**src/rtl/instr_fetch.sv**
```systemverilog
// Instruction fetch stage: issues one outstanding word fetch at a time,
// buffers up to two returned instructions with their PCs, and presents the
// head entry to the IF/ID register. A redirect from EX flushes everything
// already fetched and discards any response still in flight.
module instr_fetch #(
  parameter int unsigned                DATA_WIDTH = 32,
  parameter logic [DATA_WIDTH-1:0]      RESET_PC   = 32'h0000_0000,
  parameter logic [DATA_WIDTH-1:0]      NOP_INSTR  = 32'h0000_0013
) (
  input  logic                  clk,
  input  logic                  rst_n,
  input  logic                  stall_i,
  input  logic                  redirect_i,
  input  logic [DATA_WIDTH-1:0] redirect_pc_i,
  output logic                  imem_req_o,
  output logic [DATA_WIDTH-1:0] imem_addr_o,
  input  logic                  imem_gnt_i,
  input  logic                  imem_rvalid_i,
  input  logic [DATA_WIDTH-1:0] imem_rdata_i,
  output logic [DATA_WIDTH-1:0] IF_instruction_o,
  output logic [DATA_WIDTH-1:0] IF_pc_o,
  output logic [DATA_WIDTH-1:0] IF_pc_plus4_o,
  output logic                  IF_valid_o,
  output logic                  flush_o
);

  typedef enum logic [1:0] {
    S_IDLE,  // nothing outstanding
    S_WAIT,  // one request outstanding, response will be kept
    S_DROP   // one request outstanding, response will be discarded
  } state_t;

  state_t                state_q;
  logic [DATA_WIDTH-1:0] pc_q;
  logic [DATA_WIDTH-1:0] fetch_pc_q;
  logic [DATA_WIDTH-1:0] instr_q [2];
  logic [DATA_WIDTH-1:0] ipc_q   [2];
  logic [1:0]            count_q;

  logic                  push;
  logic                  pop;
  logic [DATA_WIDTH-1:0] redirect_tgt;

  // A request is only made when nothing is outstanding and a slot is free,
  // so every response is guaranteed a place in the buffer even under stall.
  assign imem_req_o   = (state_q == S_IDLE) && (count_q != 2'd2);
  assign imem_addr_o  = pc_q;
  assign flush_o      = redirect_i;
  assign redirect_tgt = {redirect_pc_i[DATA_WIDTH-1:2], 2'b00};

  assign push = (state_q == S_WAIT) && imem_rvalid_i && !redirect_i;
  assign pop  = (count_q != 2'd0) && !stall_i && !redirect_i;

  assign IF_valid_o       = (count_q != 2'd0);
  assign IF_instruction_o = IF_valid_o ? instr_q[0] : NOP_INSTR;
  assign IF_pc_o          = IF_valid_o ? ipc_q[0] : '0;
  assign IF_pc_plus4_o    = IF_valid_o ? ipc_q[0] + DATA_WIDTH'(4) : '0;

  // Request/response tracking and next-fetch PC; redirect always retargets pc_q.
  always_ff @(posedge clk) begin
    if (!rst_n) begin
      state_q    <= S_IDLE;
      pc_q       <= RESET_PC;
      fetch_pc_q <= '0;
    end else begin
      if (redirect_i) begin
        pc_q <= redirect_tgt;
      end
      case (state_q)
        S_IDLE: begin
          if (imem_req_o && imem_gnt_i) begin
            if (redirect_i) begin
              state_q <= S_DROP;
            end else begin
              fetch_pc_q <= pc_q;
              pc_q       <= pc_q + DATA_WIDTH'(4);
              state_q    <= S_WAIT;
            end
          end
        end
        S_WAIT: begin
          if (imem_rvalid_i) begin
            state_q <= S_IDLE;
          end else if (redirect_i) begin
            state_q <= S_DROP;
          end
        end
        S_DROP: begin
          if (imem_rvalid_i) begin
            state_q <= S_IDLE;
          end
        end
        default: state_q <= S_IDLE;
      endcase
    end
  end

  // Two-entry shift buffer: entry 0 is always the head.
  always_ff @(posedge clk) begin
    if (!rst_n) begin
      count_q    <= '0;
      instr_q[0] <= '0;
      instr_q[1] <= '0;
      ipc_q[0]   <= '0;
      ipc_q[1]   <= '0;
    end else if (redirect_i) begin
      count_q <= '0;
    end else begin
      case ({push, pop})
        2'b10: begin
          // a push only ever happens with count 0 or 1
          instr_q[count_q[0]] <= imem_rdata_i;
          ipc_q[count_q[0]]   <= fetch_pc_q;
          count_q             <= count_q + 2'd1;
        end
        2'b01: begin
          instr_q[0] <= instr_q[1];
          ipc_q[0]   <= ipc_q[1];
          count_q    <= count_q - 2'd1;
        end
        2'b11: begin
          if (count_q == 2'd1) begin
            instr_q[0] <= imem_rdata_i;
            ipc_q[0]   <= fetch_pc_q;
          end else begin
            instr_q[0] <= instr_q[1];
            ipc_q[0]   <= ipc_q[1];
            instr_q[1] <= imem_rdata_i;
            ipc_q[1]   <= fetch_pc_q;
          end
        end
        default: ;
      endcase
    end
  end

endmodule

```
**config.mk**
```make
export PLATFORM = sky130hd
export DESIGN_NAME = instr_fetch
export DESIGN_NICKNAME = d
export VERILOG_FILES = /design/src/rtl/instr_fetch.sv
export SDC_FILE = /design/constraint.sdc
export NUM_CORES = 1
export LEC_CHECK = 0
export BUFFER_PORTS_ARGS = -buffer_cell sky130_fd_sc_hd__buf_2
export CAP_MARGIN = 20
export CORE_MARGIN = 3
export CORE_UTILIZATION = 45
export CTS_CLUSTER_DIAMETER = 80
export CTS_CLUSTER_SIZE = 16
export DETAILED_ROUTE_END_ITERATION = 7
export PLACE_DENSITY = 0.66
export SYNTH_ARGS = -nofsm -noshare
export SYNTH_HDL_FRONTEND = slang
export SYNTH_SLANG_ARGS = --single-unit
export TNS_END_PERCENT = 100
```
**constraint.sdc**
```tcl
create_clock -name clk -period 14.4 [get_ports clk]
set_input_delay 1.44 -clock clk [delete_from_list [all_inputs] [get_ports clk]]
set_output_delay 1.44 -clock clk [all_outputs]
set_load 0.03 [all_outputs]
```
==> flow_summary.yaml <==
outcome:
  status: "completed"
drt:
  initialDrtViolationCount: 485
  drtAntennaViolNets: 0
  vias: 7303
  finalWirelength_um: 22100
  dr.pass1.iters: 4
  via_per_inst: 5.07
  route.detailed.drc: 0
  wl_per_cell_um: 15.4
finish:
  antennaDiodeCount: 0
  n_fill_cell: 1919
  multiInputGateArea_um2: 4150
  seqCellArea_um2: 5200
  fin_nets: 1235
  final_util_pct: 55.5
  drive_above_1_share_pct: 22.4
  synthToLayoutAreaGrowth_pct: 18.9
timing:
  finalCritPeriodShare_pct: 28.2
  tightest_slew_ns: 0.875
  min_period_ns: 4.06
  clock_skew_ns: 0.0102
  setup_ws_ns: 10.34
  timing.fmax_mhz: 246
  rsz0062_at_grt: "no"
  hold_violations: 0
  setup_viol_count_final: 0
  holdWs_ns: 0.477
  slew_headroom_pct: 41.7
  slew_viol_final: 0
  tns_ns: 0
min_path:
  hold_start: "fetch_pc_q[12]"
  hold_depth: 2
  min_to: "fetch_pc_q[12]"
  hp-class: "reg2reg"
worst_setup_path:
  cp.arrival_ns: 2.62
  r2r-end: "ipc_q[0][12]"
  crit_path_top_delay_cell: "or3_1"
  setup.worst_path.start: "ipc_q[0][12]"
  end_kind: "output pin"
  r2r_slack_ns: 11.51
  reg2reg_from: "count_q[0]"
  start_kind: "flop"
  max_stage_delay_ns: 0.52
  setup.worst_path.class: "reg2out"
  cp_max_fo: 7
  reg2reg_depth: 10
  path_cells: "nand4_2, or3_1, nor4_1, mux2_2, buf_2"
  required_ns: 12.96
die:
  die_x_um: 152
  ios: 201
  initial_core_util_pct: 46.6
  rows: 52
  core-area_um2: 20600
  die_y_um: 152
  die-area_um2: 23100
cts:
  post_cts_buffers: 0
  clock_latency_ns: 0.43
  postCtsHoldBufs: 0
  clock_path_buffers: 2
  ctsHtreeMaxLevel: 4
  cts.sinks: 196
  cts_buffers: 17
  cts_tree: "yes"
  clk_pin_slew_ns: 0.07
  cts-root-buf: "clkbuf_16"
  cts_resized: 0
global_route:
  grt_pass1_vias: 6895
  grt_max_degree: 79
  antenna_found_initial: 0
  grt_pass1_wl_um: 36200
  gr-total-overflow: 0
  grt_util_all_layers_pct: 18.8
power:
  p_leak_nw: 4.49
  ir_drop_mv: 0.0805
  powerDensity_nw_per_um2: 105
yosys:
  yosysUniqueCellTypes: 53
  synthTopCellsByCount: "nand2_1 (223), edfxtp_1 (128), a21oi_1 (87)"
  synth_edf_count: 128
  synth_top_area_share_pct: 40.1
  seq_area_frac_synth_pct: 54.3
  ys.flop_type: "edfxtp_1"
  yosys_register_bits: 196
  synth_most_common_cell: "nand2_1"
  async_flop_share_pct: 0
  synth.area.top_cells: "edfxtp_1 (40%), dfxtp_1 (14%), nand2_1 (8.7%)"
  avgSynthCellArea_um2: 9.68
  synth_cells: 991
  synth_nets: 1069
  yosysTopAreaCell: "edfxtp_1"
  ys_warn_count: 0
  syn_area_um2: 9590
placement:
  dp_slack_ns: 10.43
  hpwlAfterDp_um: 14700
  portBuffers: 198
  gp_congestion: 0.866
job:
  drv_cap: 0
[critical path: cells and delay by family (launching register included)]
kind                   cells  cell delay, ns
multiplexers               1            0.38
flip-flops                 1            0.48
AND/OR/NAND/NOR            3            1.15
buffers and inverters      1            0.17
[flip-flops by register name, summed over array words and instances, names as in the netlist]
name and flops:
ipc_q 64, count_q 2, imem_addr_o 32, fetch_pc_q 32
instr_q 64, state_q 2
[logic make-up after synthesis]
logic type               count (synthesis)  synth area share, %
adder cells (fa/ha/maj)                  8                 1.04
buffers and inverters                   72                 3.00
XOR/XNOR                                43                 3.93
AO/OA/AOI/OAI                          168                 10.3
multiplexers                             3                0.339
flip-flops                             196                 54.3
AND/OR/NAND/NOR                        501                 27.1
[final cells by class]
class | count | area share, %
flip-flops and latches | 196 | 45.6
multi-input cells | 723 | 36.4
repair buffers | 209 | 9.59
clock buffers | 17 | 3.73
well taps | 270 | 2.96
clock inverters | 15 | 1.35
inverters | 10 | 0.329
[metrics by stage]
stage	instances	total power, mW	area [um2]
2_1_floorplan	991	0.705	9590
3_3_place_gp	1407	0.738	10800
3_5_place_dp	1407	0.740	10800
4_1_cts	1439	1.20	11400
5_1_grt	1440	1.24	11400
6_report	1440	1.20	11400
[cell usage in the layout (no fill, tap or decap), types with 17 or more instances in the layout]
master and instances:
a21boi_0 33, a21oi_1 85, and2_1 72, buf_2 198
clkbuf_16 17, dfxtp_1 68, edfxtp_1 128, nand2_1 221
nand3_1 27, nand4_1 21, nor2_1 31, nor2b_1 64
o21ai_0 25, xor2_1 28
[per-layer routing]
layer | routed length, um | track usage, % | vias to the layer above
met5 | 0 | 0 | -
met2 | 9800 | 28.2 | 206
met1 | 10800 | 27.5 | 3324
li1 | - | - | 3750
met3 | 1220 | 3.92 | 23
met4 | 340 | 6.04 | 0
[worst max path at each step]
stage	to	slack, ns	cells after the start
after floorplan	instr_q[1][0]	6.52	10
after global placement	imem_addr_o[17]	10.46	5
after detailed placement	imem_addr_o[17]	10.43	5
after CTS	IF_pc_plus4_o[31]	10.30	5
after global routing	IF_pc_plus4_o[31]	10.15	5
final	IF_pc_plus4_o[31]	10.34	5
[power breakdown]
| part | switching [mW] | total [mW] | internal (mW) |
|---|---|---|---|
| logic | 0.0565 | 0.0877 | 0.0312 |
| clock network | 0.211 | 0.468 | 0.257 |
| registers | 0.0206 | 0.640 | 0.619 |
| total | 0.289 | 1.20 | 0.907 |
(Power assumes the default switching activity.)
